$ cat src/rtl/bcd_updown_counter_n.sv
// Multi-digit BCD up/down counter advanced by an internal clock-enable prescaler.
// Supports synchronous load with digit clamping, wrap/saturate limits and a terminal-count pulse.
module bcd_updown_counter_n #(
    parameter int DIGITS   = 4,
    parameter int DIV      = 25000000,
    parameter int DIV_W    = 25,
    parameter int SATURATE = 0
) (
    input  logic                  mclk,
    input  logic                  rst,
    input  logic                  en,
    input  logic                  mode,
    input  logic                  load,
    input  logic [4*DIGITS-1:0]   load_val,
    output logic [4*DIGITS-1:0]   cnt,
    output logic                  tick,
    output logic                  tc
);

    logic [DIV_W-1:0]    pre_q;
    logic [4*DIGITS-1:0] cnt_q;
    logic [4*DIGITS-1:0] cnt_d;
    logic                tick_q;
    logic                tc_q;
    logic                step;
    logic                limit;

    function automatic logic [4*DIGITS-1:0] clamp_bcd(input logic [4*DIGITS-1:0] v);
        logic [4*DIGITS-1:0] r;
        r = v;
        for (int i = 0; i < DIGITS; i++) begin
            if (v[4*i +: 4] > 4'd9) r[4*i +: 4] = 4'd9;
        end
        return r;
    endfunction

    assign step = en && (pre_q == DIV_W'(DIV - 1));

    // Ripple carry/borrow through the decades; a carry out of the top digit marks the limit.
    always_comb begin
        logic                carry;
        logic [3:0]          dig;
        logic [3:0]          nd;
        logic [4*DIGITS-1:0] stepped;
        logic [4*DIGITS-1:0] held;
        carry   = 1'b1;
        dig     = 4'd0;
        nd      = 4'd0;
        stepped = '0;
        held    = '0;
        for (int i = 0; i < DIGITS; i++) begin
            dig = cnt_q[4*i +: 4];
            if (dig > 4'd9) dig = 4'd9;
            nd = dig;
            if (carry) begin
                if (!mode) begin
                    if (dig == 4'd9) begin
                        nd = 4'd0;
                    end else begin
                        nd    = dig + 4'd1;
                        carry = 1'b0;
                    end
                end else begin
                    if (dig == 4'd0) begin
                        nd = 4'd9;
                    end else begin
                        nd    = dig - 4'd1;
                        carry = 1'b0;
                    end
                end
            end
            stepped[4*i +: 4] = nd;
            held[4*i +: 4]    = dig;
        end
        limit = carry;
        cnt_d = ((SATURATE != 0) && carry) ? held : stepped;
    end

    always_ff @(posedge mclk) begin
        if (rst) begin
            cnt_q  <= '0;
            pre_q  <= '0;
            tick_q <= 1'b0;
            tc_q   <= 1'b0;
        end else if (load) begin
            cnt_q  <= clamp_bcd(load_val);
            pre_q  <= '0;
            tick_q <= 1'b0;
            tc_q   <= 1'b0;
        end else if (step) begin
            cnt_q  <= cnt_d;
            pre_q  <= '0;
            tick_q <= 1'b1;
            tc_q   <= limit;
        end else begin
            tick_q <= 1'b0;
            tc_q   <= 1'b0;
            if (en) pre_q <= pre_q + DIV_W'(1);
        end
    end

    assign cnt  = cnt_q;
    assign tick = tick_q;
    assign tc   = tc_q;

endmodule

$ cat config.mk
export PLATFORM = sky130hd
export DESIGN_NAME = bcd_updown_counter_n
export DESIGN_NICKNAME = d
export VERILOG_FILES = /design/src/rtl/bcd_updown_counter_n.sv
export SDC_FILE = /design/constraint.sdc
export NUM_CORES = 1
export LEC_CHECK = 0
export CAP_MARGIN = 20
export CORE_MARGIN = 5
export CORE_UTILIZATION = 49
export DETAILED_ROUTE_END_ITERATION = 6
export PLACE_DENSITY = 0.76
export REMOVE_ABC_BUFFERS = 1
export SYNTH_ARGS = -nofsm -noshare
export SYNTH_HDL_FRONTEND = slang
export SYNTH_SLANG_ARGS = --single-unit
$ cat constraint.sdc
create_clock -name mclk -period 2.2 [get_ports mclk]
set_input_delay 0.44 -clock mclk [delete_from_list [all_inputs] [get_ports mclk]]
set_output_delay 0.44 -clock mclk [all_outputs]
set_load 0.005 [all_outputs]
==> results.py, run 1 <==
metrics = {
    "outcome": {
        "status": "finished clean",
    },
    "clock_network": {
        "cts_buffer_depth": 2,
        "clock-sinks": 43,
        "hold_buffers": 0,
        "cts_max_level": 2,
        "cts-root-buf": "clkbuf_8",
        "cts_tree": "built",
        "clkTransAtPathRegs_ns": 0.08,
        "clock_latency_ns": 0.30,
        "numCtsBuffers": 5,
    },
    "floorplan": {
        "fp.dieW_um": 84.78,
        "start_util": 0.5007,
        "fp-row-count": 27,
        "die_area_sq_mm": 0.007188,
        "coreArea_sq_mm": 0.005473,
        "die_y_um": 84.78,
        "io_pins": 39,
    },
    "timing": {
        "finalSetupViolCount": 0,
        "grt_setup_unrepaired": "true",
        "max_freq_mhz": 457.5,
        "finClkSkew_ns": 0.006429,
        "hold_viol": 0,
        "setup_ws_ns": 0.01409,
        "period_share": 0.9936,
        "period_needed_ns": 2.186,
        "slew_headroom": 0.7222,
        "drv_slew": 0,
        "tightestPinTransition_ns": 0.4136,
    },
    "layout": {
        "utilization": 0.6658,
        "multiInputGateArea_sq_mm": 0.001753,
        "drive_gt1_frac": 0.1749,
        "nets": 444,
        "areaGrowthSynthToFinish_pct": 32.97,
        "n_antenna_cell": 0,
        "nFillCells": 467,
        "seq_area_sq_um": 862.1,
    },
    "worst_setup_path": {
        "crit_arrival_ns": 2.43,
        "crit_path_start": "cnt[4]",
        "required_ns": 2.44,
        "reg2reg_slack_ns": 0.01,
        "start_kind": "flip-flop",
        "worst_setup_path_end_kind": "flip-flop",
        "reg2reg_from": "cnt[4]",
        "worst_r2r_endpoint": "cnt[13]",
        "path_max_fanout": 5,
        "worstSetupPathType": "flip-flop to flip-flop",
        "worst_r2r_path_depth": 6,
    },
    "synthesis": {
        "synth_top_cell_by_area": "dfxtp_1",
        "synth_area_sq_mm": 0.002740,
        "ys_seq_area_frac": 0.3142,
        "synth_top_area_share": 0.3142,
        "ys_warn_count": 0,
        "synth-main-ff-cell": "dfxtp_1",
        "synth_cell_types": 68,
        "synthCells": 357,
        "avgSynthCellArea_sq_um": 7.675,
        "ys_ff_latch": 43,
        "synth-edff-count": 0,
        "postSynth.asyncResetShare": 0,
        "synthTopCellsByCount": "dfxtp_1, nor2_1, nand2_1",
        "synthTopCellsByArea": "dfxtp_1, nor2_1, xor2_1",
    },
    "min_path": {
        "worstHoldPathType": "flip-flop to flip-flop",
        "min_from": "pre_q[22]",
        "worstHoldPathCells": 2,
        "worstHoldEndpoint": "pre_q[22]",
    },
    "pwr": {
        "combPwrFrac": 0.194,
        "ir_worst_vdd_uv": 461.4,
        "clkPwrFrac": 0.344,
        "p_seq_frac": 0.462,
        "switchingPower_uw": 477.1,
        "sw_frac_of_total": 0.2666,
        "power.internal_uw": 1312,
        "power.density_mw_per_mm2": 491.1,
        "power.leakage_uw": 0.001323,
    },
    "routing": {
        "routed-wl-met3_um": 361,
        "drt-wirelength-per-cell_um": 14.64,
        "finalWirelength_um": 7247,
        "final_antenna_net_count": 0,
        "wl_met1_um": 3222,
        "via_count": 2904,
        "dr.pass1.iters": 5,
        "route.met2.wl_um": 3545,
        "via_per_inst": 5.867,
        "drtIter0Drc": 176,
        "maxUsedRoutingLayer": "met4",
        "drc_errors": 0,
    },
    "job": {
        "max_cap_violations": 0,
    },
    "global_routing": {
        "antenna_found_initial": 0,
        "grt_overflow": 0,
        "grtUsageTotal": 0.1945,
        "grt_first_pass_wirelength_um": 11700,
        "grt_pass1_vias": 2532,
        "grt_max_degree": 26,
    },
    "placed_design": {
        "gp_congestion": 0.8923,
        "io_buffers": 38,
        "place_ws_ns": -0.6045,
        "place.detailed.hpwl_um": 5135,
    },
}
[area by class of cell]
type                    instances  share of cell area
multi-input cells             276              0.4811
well taps                      72             0.02473
flip-flops and latches         43              0.2366
inverters                      10             0.01030
repair buffers                 86              0.2163
clock buffers                   5             0.01889
clock inverters                 3             0.01202
[repair_timing]
action	CTS	global route
resized for setup	8	7
cloned	0	1
pin swaps	6	8
endpoints found under the setup margin	8	4
setup buffers	1	3
[stage by stage]
stage / total power [uW] / hold slack [ns] / area, sq um / cells / TNS [ns]
6_report: 1789 / 0.5152 / 3643 / 495 / 0
5_1_grt: 1876 / 0.5506 / 3643 / 495 / -0.2115
4_1_cts: 1800 / 0.5189 / 3568 / 491 / -0.01535
3_5_place_dp: 1178 / 0.5053 / 3420 / 482 / -5.731
3_3_place_gp: 1171 / 0.4895 / 3420 / 482 / -4.705
2_1_floorplan: 995.4 / 0.4712 / 2601 / 329 / -0.1079
[power by group through the flow]
stage                     Sequential [uW]  Combinational, uW  Clock, uW
after floorplan                       853                142          0
after global placement                842                328          0
after detailed placement              843                335          0
after CTS                             825                340        635
after global routing                  830                377        669
final                                 826                347        616
[flip-flops by register name, indices dropped and copies added (netlist names)]
| name | count |
|---|---|
| tick | 1 |
| cnt | 16 |
| pre_q | 25 |
| tc | 1 |
[layer usage]
layer	global-route usage	up-vias
met5	0	-
met4	0.05899	0
met3	0.03337	17
met2	0.3238	88
met1	0.2569	1366
li1	-	1433
[worst max-delay path by stage]
stage | cells past startpoint | endpoint | slack (ns)
4_1_cts | 6 | cnt[13] | -0.02
3_5_place_dp | 7 | cnt[13] | -0.60
5_1_grt | 7 | cnt[15] | -0.08
3_3_place_gp | 7 | cnt[13] | -0.52
2_1_floorplan | 6 | cnt[13] | -0.07
6_report | 6 | cnt[13] | 0.01
[cell usage in the layout, fill, tap and decap left out, types with 4 or more instances in the layout]
cell / instances
nand4_1: 9
buf_4: 44
nand2_1: 35
and3_1: 5
xor2_1: 16
nor3_1: 15
o21a_1: 6
inv_1: 9
xnor2_1: 8
nor2_1: 43
or3_1: 4
dfxtp_1: 42
clkbuf_8: 5
a31oi_1: 5
nand3b_1: 4
nand3_1: 12
clkdlybuf4s50_1: 37
a21oi_1: 19
nand2b_1: 6
o21ai_0: 18
[worst max-delay path, stage by stage (launching register included)]
cell and delay [ns]:
dfxtp_1 0.33, or4b_4 0.56, nor4_4 0.27, o21ai_2 0.15
or4b_1 0.54, o21ai_1 0.14, o211a_1 0.14
[logic make-up after synthesis]
| group | count (synthesis) | share of synthesized area |
|---|---|---|
| DFF | 43 | 0.3142 |
| and+or+nand+nor | 157 | 0.2977 |
| adders and majority gates | 1 | 0.004565 |
| buffers and inverters | 38 | 0.06438 |
| xor gates and xnor gates | 24 | 0.07671 |
| muxes | 1 | 0.003653 |
| AOI/OAI and AO/OA | 93 | 0.2388 |
Power figures use the tool's default switching activity.
==> run 2, diff against run 1 <==
Settings changed: RECOVER_POWER set to 100.
==> results.py, run 2 (synthesis results as in run 1) <==
metrics = {
    "outcome": {
        "status": "finished clean",
    },
    "timing": {
        "finalSetupViolCount": 0,
        "drv_slew": 0,
        "grt_setup_unrepaired": "true",
        "period_needed_ns": 2.177,
        "period_share": 0.9893,
        "fin_hold_ws_ns": 0.5152,
        "tightestPinTransition_ns": 0.4136,
        "setup_ws_ns": 0.02345,
        "max_freq_mhz": 459.4,
        "finClkSkew_ns": 0.006981,
        "slew_headroom": 0.7222,
        "hold_viol": 0,
    },
    "worst_setup_path": {
        "reg2reg_from": "cnt[4]",
        "crit_slowest_cell": "or4b_4",
        "start_kind": "flip-flop",
        "worst_setup_path_end_kind": "flip-flop",
        "cp_cell_sequence": "or4b_4 -> nor4_4 -> o21ai_2 -> or4b_1 -> o21ai_1 -> o211a_1",
        "path_depth": 6,
        "critPathTopFamily": "simple AND/OR/NAND/NOR gates",
        "required_ns": 2.44,
        "cp_num_buf_inv": 0,
        "crit_path_start": "cnt[4]",
        "path_max_fanout": 5,
        "worst_r2r_path_depth": 6,
        "slowest_delay_ns": 0.56,
        "worstSetupPathType": "flip-flop to flip-flop",
        "crit_arrival_ns": 2.42,
    },
    "floorplan": {
        "coreArea_sq_mm": 0.005473,
        "start_util": 0.5007,
        "die_area_sq_mm": 0.007188,
        "die_y_um": 84.78,
        "io_pins": 39,
        "fp.dieW_um": 84.78,
        "fp-row-count": 27,
    },
    "clock_network": {
        "cts_max_level": 2,
        "cts_buffer_depth": 2,
        "hold_buffers": 0,
        "cts_tree": "built",
        "numCtsBuffers": 5,
        "clock_latency_ns": 0.30,
        "clkTransAtPathRegs_ns": 0.08,
        "clock-sinks": 43,
        "cts-root-buf": "clkbuf_8",
    },
    "placed_design": {
        "placed_cell_area_sq_mm": 0.003420,
        "place.detailed.hpwl_um": 5135,
        "io_buffers": 38,
        "gp_congestion": 0.8923,
        "place_ws_ns": -0.6045,
    },
    "global_routing": {
        "grt_max_degree": 26,
        "grt_first_pass_wirelength_um": 11700,
        "grtUsageTotal": 0.1945,
        "antenna_found_initial": 0,
        "grt_overflow": 0,
        "grt_pass1_vias": 2532,
    },
    "layout": {
        "largest_reg_flops": 25,
        "n_antenna_cell": 0,
        "nets": 444,
        "areaGrowthSynthToFinish_pct": 32.74,
        "drive_gt1_frac": 0.1726,
        "regMostFlops": "pre_q",
        "mostFrequentLayoutCell": "nor2_1",
        "final_cell_mix": "nor2_1, dfxtp_1, buf_4",
        "design_area_sq_mm": 0.003637,
    },
    "routing": {
        "drt-wirelength-per-cell_um": 14.60,
        "drc_errors": 0,
        "final_antenna_net_count": 0,
        "drtIter0Drc": 172,
        "finalWirelength_um": 7226,
        "dr.pass1.iters": 4,
        "via_per_inst": 5.798,
        "via_count": 2870,
    },
    "job": {
        "max_cap_violations": 0,
    },
    "min_path": {
        "min_from": "pre_q[22]",
        "worstHoldPathType": "flip-flop to flip-flop",
        "worstHoldPathCells": 2,
    },
    "pwr": {
        "power.leakage_uw": 0.001346,
        "power.density_mw_per_mm2": 490.6,
        "ir_worst_vdd_uv": 462.1,
    },
}
-- run 2: tightest hold or removal path: cells and delay by family (launching register included) --
kind	cells	cell delay, ns
DFF	1	0.33
AOI/OAI and AO/OA	2	0.14
-- run 2: layout make-up --
type	count	area [sq um]
clock inverter	3	43.79
clock buffer	5	68.82
tap	72	90.09
fill	468	1836
sequential	43	862.1
multi-input combinational	276	1753
timing repair buffer	86	782.0
inverter	10	37.54
-- run 2: timing repair --
action	in CTS	in global routing
pin swaps	6	8
setup buffers	1	3
endpoints found under the setup margin	8	4
cloned	0	1
resized for setup	8	7
hold endpoints to repair	0	0
-- run 2: final timing paths --
check | slack [ns] | end
worst min-delay path | 0.52 | pre_q[22]
worst max register to register | 0.02 | cnt[13]
worst max-delay path | 0.02 | cnt[13]
worst min register to register | 0.52 | pre_q[22]
-- run 2: where the power goes --
part	internal, uW	switching [uW]
Sequential	796	29.6
Clock	338	278
Combinational	173	169
-- run 2: routing by layer --
layer / vias up / part of all wire / wire length [um] / GRT usage
li1: 1436 / - / - / -
met3: 11 / 0.044 / 316 / 0.03337
met1: 1365 / 0.45 / 3234 / 0.2569
met4: 0 / 0.013 / 96 / 0.05899
met5: - / 0 / 0 / 0
met2: 58 / 0.50 / 3579 / 0.3238
-- run 2: metrics by stage --
step            TNS, ns  utilization  power (uW)  instances
2_1_floorplan   -0.1079            -       995.4        329
3_3_place_gp     -4.705       0.6248        1171        482
3_5_place_dp     -5.731       0.6248        1178        482
4_1_cts        -0.01535       0.6520        1800        491
5_1_grt         -0.2112       0.6646        1871        495
6_report              0       0.6646        1784        495
